File: src/rtl/codec_intf.sv
// rtl/codec_intf.sv - CS4272 I2S serial interface: clock/reset generation, ADC deserializer, DAC serializer
//
// Every CODEC timing signal is taken straight from one free-running 10-bit counter.
// SCLK is cnt[3]. LRCLK is cnt[9]. The slot index is cnt[8:4].
// Receive samples SDout one clk before SCLK rises.
// Transmit updates SDin one clk before SCLK falls.
module codec_intf #(
  parameter int DATA_W      = 16,
  parameter int RSTN_FRAMES = 1
) (
  input  logic              clk,
  input  logic              rst,
  input  logic [DATA_W-1:0] lft_out,
  input  logic [DATA_W-1:0] rht_out,
  output logic [DATA_W-1:0] lft_in,
  output logic [DATA_W-1:0] rht_in,
  output logic              valid,
  output logic              MCLK,
  output logic              SCLK,
  output logic              LRCLK,
  output logic              RSTn,
  output logic              SDin,
  input  logic              SDout
);

  localparam logic [4:0]        LAST_SLOT = 5'(DATA_W);
  localparam logic [9:0]        RX_DONE   = {1'b1, LAST_SLOT, 4'h7};
  localparam int                WRAP_W    = (RSTN_FRAMES > 1) ? $clog2(RSTN_FRAMES) : 1;
  localparam logic [WRAP_W-1:0] WRAP_LAST = WRAP_W'(RSTN_FRAMES - 1);

  typedef enum logic {ST_HOLD, ST_RUN} state_t;

  state_t            r_state;
  state_t            w_state_next;
  logic [9:0]        r_cnt;
  logic [WRAP_W-1:0] r_wraps;
  logic [DATA_W-1:0] r_rx_l;
  logic [DATA_W-1:0] r_rx_r;
  logic [DATA_W-1:0] r_lft_in;
  logic [DATA_W-1:0] r_rht_in;
  logic              r_valid;
  logic [DATA_W-1:0] r_tx_l;
  logic [DATA_W-1:0] r_tx_r;
  logic              r_sdin;

  logic [4:0]        w_slot;
  logic              w_sample;
  logic              w_drive;
  logic              w_frame_end;
  logic              w_rx_slot;
  logic              w_tx_slot;
  logic              w_tx_bit;

  assign w_slot      = r_cnt[8:4];
  assign w_sample    = (r_cnt[3:0] == 4'h7);
  assign w_drive     = (r_cnt[3:0] == 4'hF);
  assign w_frame_end = (r_cnt == 10'h3FF);
  assign w_rx_slot   = (w_slot != 5'd0) && (w_slot <= LAST_SLOT);
  assign w_tx_slot   = (w_slot < LAST_SLOT);
  assign w_tx_bit    = r_cnt[9] ? r_tx_r[DATA_W-1] : r_tx_l[DATA_W-1];

  assign MCLK   = r_cnt[1];
  assign SCLK   = r_cnt[3];
  assign LRCLK  = r_cnt[9];
  assign RSTn   = (r_state == ST_RUN);
  assign SDin   = r_sdin;
  assign valid  = r_valid;
  assign lft_in = r_lft_in;
  assign rht_in = r_rht_in;

  // Free-running frame counter; all CODEC clocks are bits of it, so they are glitch-free
  always_ff @(posedge clk) begin
    if (rst) r_cnt <= '0;
    else     r_cnt <= r_cnt + 10'd1;
  end

  // Count frame wraps while the CODEC is still held in reset
  always_ff @(posedge clk) begin
    if (rst)                                                      r_wraps <= '0;
    else if (w_frame_end && r_state == ST_HOLD && r_wraps != WRAP_LAST) r_wraps <= r_wraps + 1'b1;
  end

  // CODEC reset state register
  always_ff @(posedge clk) begin
    if (rst) r_state <= ST_HOLD;
    else     r_state <= w_state_next;
  end

  // Release the CODEC on a frame boundary once enough wraps have passed, then stay released
  always_comb begin
    w_state_next = r_state;
    case (r_state)
      ST_HOLD: if (w_frame_end && r_wraps == WRAP_LAST) w_state_next = ST_RUN;
      ST_RUN:  w_state_next = ST_RUN;
      default: w_state_next = ST_HOLD;
    endcase
  end

  // Deserialize SDout MSB-first per channel; publish both words at the last right-channel bit
  always_ff @(posedge clk) begin
    if (rst) begin
      r_rx_l   <= '0;
      r_rx_r   <= '0;
      r_lft_in <= '0;
      r_rht_in <= '0;
      r_valid  <= 1'b0;
    end else begin
      r_valid <= 1'b0;
      if (w_sample && w_rx_slot) begin
        if (r_cnt[9]) r_rx_r <= {r_rx_r[DATA_W-2:0], SDout};
        else          r_rx_l <= {r_rx_l[DATA_W-2:0], SDout};
      end
      // The final right bit arrives on this same edge, so it is folded in directly
      if (r_cnt == RX_DONE && r_state == ST_RUN) begin
        r_lft_in <= r_rx_l;
        r_rht_in <= {r_rx_r[DATA_W-2:0], SDout};
        r_valid  <= 1'b1;
      end
    end
  end

  // Capture both channels together at frame end, then shift the active channel out onto SDin
  always_ff @(posedge clk) begin
    if (rst) begin
      r_tx_l <= '0;
      r_tx_r <= '0;
      r_sdin <= 1'b0;
    end else begin
      if (w_frame_end) begin
        r_tx_l <= lft_out;
        r_tx_r <= rht_out;
      end else if (w_drive && w_tx_slot) begin
        if (r_cnt[9]) r_tx_r <= {r_tx_r[DATA_W-2:0], 1'b0};
        else          r_tx_l <= {r_tx_l[DATA_W-2:0], 1'b0};
      end
      if (w_drive) r_sdin <= (w_tx_slot && r_state == ST_RUN) ? w_tx_bit : 1'b0;
    end
  end

endmodule

File: config.mk
export PLATFORM = sky130hd
export DESIGN_NAME = codec_intf
export DESIGN_NICKNAME = d
export VERILOG_FILES = /design/src/rtl/codec_intf.sv
export SDC_FILE = /design/constraint.sdc
export NUM_CORES = 1
export LEC_CHECK = 0
export CORE_ASPECT_RATIO = 1.4
export CORE_MARGIN = 5
export CORE_UTILIZATION = 50
export CTS_BUF_LIST = sky130_fd_sc_hd__clkbuf_8
export DETAILED_ROUTE_END_ITERATION = 10
export PLACE_DENSITY_LB_ADDON = 0.25
export RECOVER_POWER = 50
export SETUP_SLACK_MARGIN = 0.1
export SLEW_MARGIN = 20
export SYNTH_ARGS = -nofsm -noshare
export SYNTH_HDL_FRONTEND = slang
export SYNTH_SLANG_ARGS = --single-unit
File: constraint.sdc
create_clock -name clk -period 2.35 [get_ports clk]
set_input_delay 0.47 -clock clk [delete_from_list [all_inputs] [get_ports clk]]
set_output_delay 0.47 -clock clk [all_outputs]
set_load 0.02 [all_outputs]
==> metrics <==
status finished, final reports clean; switching fraction of total power 0.198; area of the mapped netlist 4350 um2; total of flip-flops plus latches after synthesis between 100 and 150; Finish-stage setup viols 0; sum of net half-perimeters after detailed placement around 5700 um; mean instance size in the synthesized netlist 9.11 um2; number of instances resized during post-cts repair 0; routed wire length per instance around 13 um; Post-synth top flop sky130_fd_sc_hd__dfxtp_1; pin count of the biggest net entering global routing 54; share of final-layout standard cells stronger than drive strength 1 0.0689; Worst R2R Path Depth 6; number of pins with negative max-slew slack in the final report 0; 1st-iter DRT viols 142; RSZ-0062 raised after global routing false; Max rail drop VDD roughly 350 uV; shortest clock period the worst path allows after layout ~2000 ps; Worst R2R Setup Slack approximately 430 ps; buffer depth of the longest clock path 2; endpoint of the worst-slack reg-to-reg timing path r_tx_l[1]$_SDFFE_PP0P_; crit path cell chain clkdlybuf4s50_1; biggest fanout along the worst timing path 8; Hold Crit Start r_wraps$_SDFFE_PP0P_; Syn. warnings 0; deepest level of the CTS H-tree 3; list of most frequent post-synthesis cells 109 x sky130_fd_sc_hd__dfxtp_1, 88 x sky130_fd_sc_hd__nand2_1, 52 x sky130_fd_sc_hd__a21oi_1; clock transition at the registers of the reported paths ~100 ps; starting utilization of the core area 0.508; Finished Layout Cells 642; Hold Path Sink r_wraps$_SDFFE_PP0P_; origin of the critical flop-to-flop path r_cnt[1]$_SDFF_PP0_; dominant delay contributor by cell family on the critical path buffers and inverters; Clock Power Share 0.396; number of synthesized flops with an enable pin 0; portion of total power attributed to combinational logic 0.035; crit path capture type primary output; register share of total power 0.570; DIE HEIGHT around 120 um; Worst path slowest cell sky130_fd_sc_hd__clkdlybuf4s50_1; wire length of the first global-routing pass 14600 um; Routed Antenna Nets 0; total negative slack 0 ps; WP data required about 1900 ps; Tot GR Track Use 0.167; Die Outline Area 10700 um2; Pleak ~1.8 nW; area inside the core boundary roughly 8600 um2; overflow left after global routing 0; Setup Buffers After CTS 0; sinks on the clock net around 110; Async SR Flop Fraction 0; number of placed instances, taps included roughly 630; IO Pins 73; DRT Wirelength between 8000 and 9000 um; cell with the most instances after synthesis sky130_fd_sc_hd__dfxtp_1; leading cell types by total area after synthesis sky130_fd_sc_hd__dfxtp_1 50%, sky130_fd_sc_hd__nand2_1 7.6%, sky130_fd_sc_hd__mux2i_1 7.1%, sky130_fd_sc_hd__a21oi_1 6.0%, sky130_fd_sc_hd__nand2b_1 5.2%; clock network latency to the later pin of the worst-skew pair 370 ps; number of CTS-inserted buffers 9; vias after detailed routing approximately 3400; number of hold-slack violations in the final timing report 0; number of antenna violations at the first check in global routing 0; net count reported at finish around 570; area growth from synthesis to layout 21.7%; internal power between 2 and 3 mW; number of max-cap violations 0; Buffers & Inverters on Critical Path 1; post-route fraction of the period consumed by the critical path 0.856; most area-hungry cell type in the Yosys netlist sky130_fd_sc_hd__dfxtp_1; CP startpoint kind register; post-DR vias/cell about 5.3; DRC violations left 0; post-layout util 0.618; Tightest Pin Transition roughly 1200 ps; fmax just under 500 MHz; number of placement rows 40; CTS tree built; vias in the first global route 3366; Psw 643 uW; width of the die between 80 and 90 um; critical path class register to primary output; Worst Hold Depth 2; number of buffers added to fix hold violations after cts 0; Port Buf Inserts a little over 70; sequential-to-total area share from yosys stat 0.502; path type of the worst min-delay path register to register; final worst clock skew 10.8 ps; number of instances in the synthesized netlist roughly 480; portion of synthesized cell area occupied by the leading cell type 0.502; unique cell type count in the Yosys netlist 35; antenna diode instance count 0; net count after synthesis ~500; power density of the placed cells 615 nW/um2; final weighted congestion in routability-driven placement 0.766; worst slew margin relative to its limit 0.227; first-pass iteration count of the detailed router 5; CP Data Arrival Time 1540 ps; delay of the slowest cell on the worst path 680 ps; root buffer cell sky130_fd_sc_hd__clkbuf_8
==> sequential cells by signal, indices dropped and copies added, names as in the netlist <==
| name | cells |
|---|---|
| RSTn | 1 |
| r_wraps | 1 |
| lft_in | 16 |
| r_tx_r | 16 |
| r_rx_r | 15 |
| r_cnt | 10 |
| valid | 1 |
| r_tx_l | 16 |
| rht_in | 16 |
| SDin | 1 |
| r_rx_l | 16 |
==> cell type report <==
class | count | area (um2)
Sequential cell | 109 | 2180
Timing Repair Buffer | 83 | 800
Multi-Input combinational cell | 328 | 1940
Fill cell | 756 | 3270
Tap cell | 105 | 131
Clock buffer | 9 | 124
Inverter | 2 | 7.51
Clock inverter | 6 | 104
==> cells by family (layout without fill, tap and decap cells) <==
logic type	count (synthesis)	count (layout)	synth area share
DFF	109	109	0.502
muxes	31	31	0.0714
xor gates and xnor gates	7	7	0.0141
AOI/OAI and AO/OA	84	84	0.133
buffers and inverters	40	100	0.0498
adders and majority gates	1	1	0.00288
and+or+nand+nor	205	205	0.227
==> cells in the final DEF, fill, tap and decap left out, types with 5 or more instances in the layout <==
cell,netlist,layout
sky130_fd_sc_hd__a22oi_1,13,13
sky130_fd_sc_hd__nand2b_1,36,36
sky130_fd_sc_hd__a311oi_2,10,10
sky130_fd_sc_hd__nand3_1,34,34
sky130_fd_sc_hd__a21oi_1,52,52
sky130_fd_sc_hd__nor2_1,25,25
sky130_fd_sc_hd__xnor2_1,5,5
sky130_fd_sc_hd__buf_4,2,6
sky130_fd_sc_hd__mux2i_1,31,31
sky130_fd_sc_hd__clkbuf_8,0,9
sky130_fd_sc_hd__a311oi_1,6,6
sky130_fd_sc_hd__nand2_1,88,88
sky130_fd_sc_hd__dfxtp_1,109,109
sky130_fd_sc_hd__dlygate4sd3_1,0,29
sky130_fd_sc_hd__and3_1,5,5
sky130_fd_sc_hd__clkdlybuf4s50_1,0,42
==> worst max path at each step <==
stage | from | cells after the start | endpoint
after floorplan | r_cnt[1]$_SDFF_PP0_ | 7 | r_tx_l[0]$_SDFFE_PP0P_
after global placement | r_cnt[1]$_SDFF_PP0_ | 6 | r_tx_l[1]$_SDFFE_PP0P_
after detailed placement | r_cnt[1]$_SDFF_PP0_ | 6 | r_tx_l[1]$_SDFFE_PP0P_
after CTS | r_cnt[9]$_SDFF_PP0_ | 1 | LRCLK
after global routing | r_cnt[1]$_SDFF_PP0_ | 6 | lft_in[0]$_SDFFE_PP0P_
final | r_cnt[9]$_SDFF_PP0_ | 1 | LRCLK
==> power groups by stage <==
stage	Clock (mW)	Sequential, mW	Combinational (mW)
2_1_floorplan	0	1.90	0.0395
3_3_place_gp	0	1.90	0.115
3_5_place_dp	0	1.90	0.115
4_1_cts	1.32	1.85	0.116
5_1_grt	1.39	1.86	0.122
6_report	1.29	1.85	0.114
==> metal layers <==
layer	GRT usage	share of wire
met5	0	0
met4	0.0595	0.014
met3	0.0320	0.049
met2	0.297	0.50
met1	0.194	0.43
==> stage by stage <==
| stage | setup WS [ps] | hold WS (ps) | total power, mW | area (um2) |
|---|---|---|---|---|
| 3_5_place_dp | 427 | 442 | 2.01 | 5080 |
| 2_1_floorplan | 542 | 417 | 1.94 | 4350 |
| 3_3_place_gp | 549 | 427 | 2.01 | 5080 |
| 5_1_grt | 236 | 467 | 3.37 | 5290 |
| 6_report | 338 | 452 | 3.26 | 5290 |
| 4_1_cts | 321 | 456 | 3.29 | 5310 |
Power figures use the tool's default switching activity.
==> RTL edit 1: new RTL, same settings <==
`DATA_W`: 16 -> 14.
--- a/src/rtl/codec_intf.sv
+++ b/src/rtl/codec_intf.sv
@@ -5,7 +5,7 @@
 // Receive samples SDout one clk before SCLK rises.
 // Transmit updates SDin one clk before SCLK falls.
 module codec_intf #(
-  parameter int DATA_W      = 16,
+  parameter int DATA_W      = 14,
   parameter int RSTN_FRAMES = 1
 ) (
   input  logic              clk,
Ports: changed (resized lft_in, lft_out, rht_in and rht_out); port bits go from 73 to 65. No check against the original RTL was run, so the function may have changed too.
==> RTL edit 1 against the original RTL <==
- the run now ends with max-capacitance violations, max-slew violations left
- power fell by 15%
- design area down 14%
- largest cell class unchanged
- sequential cell count shrank 12
- routed wire length down 12%
- synthesized area decreased by 13%
- worst setup slack got worse by 0.068 ns
- hold slack about the same
==> RTL edit 1: results (changes against the original RTL) <==
Parameter                              Value

Outcome
  Status    finished with violations
  Violations in the final reports    max-capacitance violations, max-slew violations

Layout
  Number of non-filler instances in the completed layout    560 (-13%)
  Total Nets Final    491 (-14%)
  Fraction of final layout cells sized beyond drive strength 1    0.0648 (-0.00411)

Placed design
  Placed cell count    545 (-13%)
  Count of port buffers added during placement    64 (-11%)
  Setup slack at placement    0.438 ns (+0.0108 ns)
  Final weighted congestion in routability-driven placement    0.793 (+3.5%)
  Sum of net half-perimeters after detailed placement    4760 um (-16%)

Global route
  Total GRT Usage    0.165 (-0.00267)
  Via count of the first global-routing pass    2,799 (-17%)
  Maximum number of pins on one net before global-route repair    98 (+81%)
  Wire length of the first global-routing pass    13,100 um (-10%)

Worst setup path
  Largest stage delay, worst path    0.70 ns (+0.02 ns)
  Reg2reg start    r_cnt[0]
  Maximum fanout along the worst path    10 (+2)

Hold path
  Critical hold path startpoint    lft_in[7]

Synthesis
  Most frequent cells after synthesis    dfxtp_1 (97), nand2_1 (62), a21oi_1 (59)
  Net Count, Synth    444 (-13%)
  Post-synthesis instance total    412 (-14%)

Routing
  Length of routed wiring on met1    3440 um (-8.1%)
  Number of design-rule violations left by the first detailed-router iteration    230 (+62%)
  Average wire per standard cell    13.5 um (+0.61%)
  Total length of routed met2 wires    3620 um (-16%)
  Vias post-DR    2,976 (-13%)
  Amount of wire on met3 after detailed routing    392 um (-7.8%)

Run
  Max Cap Viol    1 (+1)

Power
  Lkg Pwr    0.00177 uW (-3.1%)
  Switching power    585 uW (-9.1%)
  Peak ir drop on the vdd network    0.412 mV (+16%)

CTS
  Clock latency of the later-clocked register in the worst-skew pair    0.35 ns (-0.02 ns)

STA
  Final Max Tran Viols    98 (+98)
  Slew of the pin with the lowest slew margin    1.87 ns (+0.708 ns)
-- RTL edit 1: cell types whose count changed in the layout (fill, tap and decap cells not counted), moves of 12 or more --
cell,delta
a22oi_1,+13
dfxtp_1,-12
nand2_1,-26
nand2b_1,-35
nor2_1,+15
-- RTL edit 1: cells by family after synthesis --
kind of cell / after synthesis / synth area share
AND/OR/NAND/NOR: 158 / 0.204
flip-flops: 97 / 0.512
AO/OA/AOI/OAI: 86 / 0.131
buffers and inverters: 35 / 0.0597
multiplexers: 28 / 0.0739
XOR/XNOR: 7 / 0.0162
adder cells (fa/ha/maj): 1 / 0.00330
-- RTL edit 1: final timing paths --
check / endpoint / slack, ns
setup / recovery: LRCLK / 0.27
setup reg to reg: r_rx_l[1] / 0.29
hold / removal: lft_in[7] / 0.45
hold reg to reg: lft_in[7] / 0.45
-- RTL edit 1: tightest hold or removal path, cell delays in order, from the launching register on --
cell     delay [ns]
dfxtp_1        0.32
nand2_1        0.05
a21oi_1        0.05
-- RTL edit 1: cell type report --
cell class                      instances  area (um^2)
Clock buffer                            9          124
Sequential cell                        97         1940
Fill cell                             640         2820
Timing Repair Buffer                   70          678
Tap cell                               97          121
Clock inverter                          6         61.3
Multi-Input combinational cell        280         1620
Inverter                                1         3.75
-- RTL edit 1: metal layers --
metal,track usage,up-vias
met5,0,-
met4,0.0579,0
met3,0.0561,7
met2,0.268,76
met1,0.203,1380
li1,-,1513
-- RTL edit 1: power by group through the flow --
stage	registers (uW)	logic [uW]	clock network, uW
2_1_floorplan	1690	29.1	0
3_3_place_gp	1690	94.6	0
3_5_place_dp	1690	94.0	0
4_1_cts	1650	95.2	1060
5_1_grt	1650	98.2	1130
6_report	1650	90.4	1020
==> RTL edit 2: new RTL, same flow settings <==
Made on the original files. Make the reset (`rst`) asynchronous in 5 clocked blocks.
--- a/src/rtl/codec_intf.sv
+++ b/src/rtl/codec_intf.sv
@@ -69,19 +69,19 @@
   assign rht_in = r_rht_in;
 
   // Free-running frame counter; all CODEC clocks are bits of it, so they are glitch-free
-  always_ff @(posedge clk) begin
+  always_ff @(posedge clk or posedge rst) begin
     if (rst) r_cnt <= '0;
     else     r_cnt <= r_cnt + 10'd1;
   end
 
   // Count frame wraps while the CODEC is still held in reset
-  always_ff @(posedge clk) begin
+  always_ff @(posedge clk or posedge rst) begin
     if (rst)                                                      r_wraps <= '0;
     else if (w_frame_end && r_state == ST_HOLD && r_wraps != WRAP_LAST) r_wraps <= r_wraps + 1'b1;
   end
 
   // CODEC reset state register
-  always_ff @(posedge clk) begin
+  always_ff @(posedge clk or posedge rst) begin
     if (rst) r_state <= ST_HOLD;
     else     r_state <= w_state_next;
   end
@@ -97,7 +97,7 @@
   end
 
   // Deserialize SDout MSB-first per channel; publish both words at the last right-channel bit
-  always_ff @(posedge clk) begin
+  always_ff @(posedge clk or posedge rst) begin
     if (rst) begin
       r_rx_l   <= '0;
       r_rx_r   <= '0;
@@ -120,7 +120,7 @@
   end
 
   // Capture both channels together at frame end, then shift the active channel out onto SDin
-  always_ff @(posedge clk) begin
+  always_ff @(posedge clk or posedge rst) begin
     if (rst) begin
       r_tx_l <= '0;
       r_tx_r <= '0;
Function: differs if rst is asserted again (counterexample within 4 cycles, from zero or initial values and one cycle with rst high); with rst held inactive, the same outputs for 10 cycles.
==> RTL edit 2 against the original RTL <==
- synthesized area rose by 3.5%
- power is 4.6% lower
- critical path depth did not move
- maximum frequency shrank 2.6%
- non-clock buffer count shrank 1
- worst setup slack got worse by 0.054 ns
- sequential cell count did not move
- design area up 4.0%
- routed wire length shrank 8.0%
- critical path type unchanged
- largest cell class unchanged
==> RTL edit 2: results (changes against the original RTL) <==
Parameter                              Value

Outcome
  Status    finished clean

Power
  Lkg Pwr    0.00272 uW (+49%)
  Peak ir drop on the vdd network    0.381 mV (+7.5%)

Hold path
  Critical hold path startpoint    r_cnt[0]
  Endpoint with the worst hold slack    r_cnt[0]
  Hold Crit Depth    1 (-1)

Placed design
  Placed cell count    504 (-20%)
  Final weighted congestion in routability-driven placement    0.747 (-2.4%)

Global route
  Fraction of met3 tracks used by global routing    0.0325 (+0.000457)
  Total GRT Usage    0.151 (-0.0157)
  Global routing usage on met2    0.255 (-0.0424)
  Maximum number of pins on one net before global-route repair    110 (+100%)
  Global-route track usage on met1    0.194 (-0.000636)

Layout
  Number of non-filler instances in the completed layout    519 (-19%)
  Total Nets Final    444 (-22%)
  Fraction of final layout cells sized beyond drive strength 1    0.211 (+0.142)

Synthesis
  Post-synth cell types    37 (+5.7%)
  Fraction of synthesis flops using an asynchronous set or reset pin    1.00 (+1.00)
  Biggest area contributors in the synthesized netlist    dfrtp_1 (61%), mux2_2 (14%), a22o_1 (2.7%)
  Fraction of the mapped netlist area in adder cells    0.00278 (-0.0000969)
  Most frequent cells after synthesis    dfrtp_1 (109), mux2_2 (57), nor2_1 (30)

Routing
  Vias per std cell    5.45 (+2.1%)
  Number of iterations in the first detailed-routing pass    4 (-1)
  Amount of wire on met3 after detailed routing    403 um (-5.2%)
  Total length of routed met2 wires    3990 um (-7.5%)

Worst setup path
  Worst Setup SP    r_cnt[9]

STA
  Fmax achieved    484 MHz (-2.6%)
  Worst hold slack    0.448 ns (-0.00420 ns)
==> RTL edit 2: power by group through the flow <==
stage / Combinational, uW / Sequential, uW / Clock (uW)
after floorplan: 31.6 / 1920 / 0
after global placement: 103 / 1920 / 0
after detailed placement: 106 / 1920 / 0
after CTS: 105 / 1880 / 1180
after global routing: 110 / 1880 / 1240
final: 97.7 / 1880 / 1130
==> RTL edit 2: kinds of logic (layout without fill, tap and decap cells) <==
logic type,after synthesis,after routing
compound gates,66,66
xor+xnor,9,9
fa+ha+maj,1,1
buf+inv,27,104
flops,109,109
mux,64,64
simple gates,59,59
==> RTL edit 2: cell type report <==
| type | instances | area, um^2 |
|---|---|---|
| Timing Repair Buffer | 82 | 798 |
| Inverter | 7 | 30.0 |
| Fill cell | 743 | 3420 |
| Clock inverter | 4 | 48.8 |
| Multi-Input combinational cell | 199 | 1610 |
| Clock buffer | 11 | 151 |
| Tap cell | 107 | 134 |
| Sequential cell | 109 | 2730 |
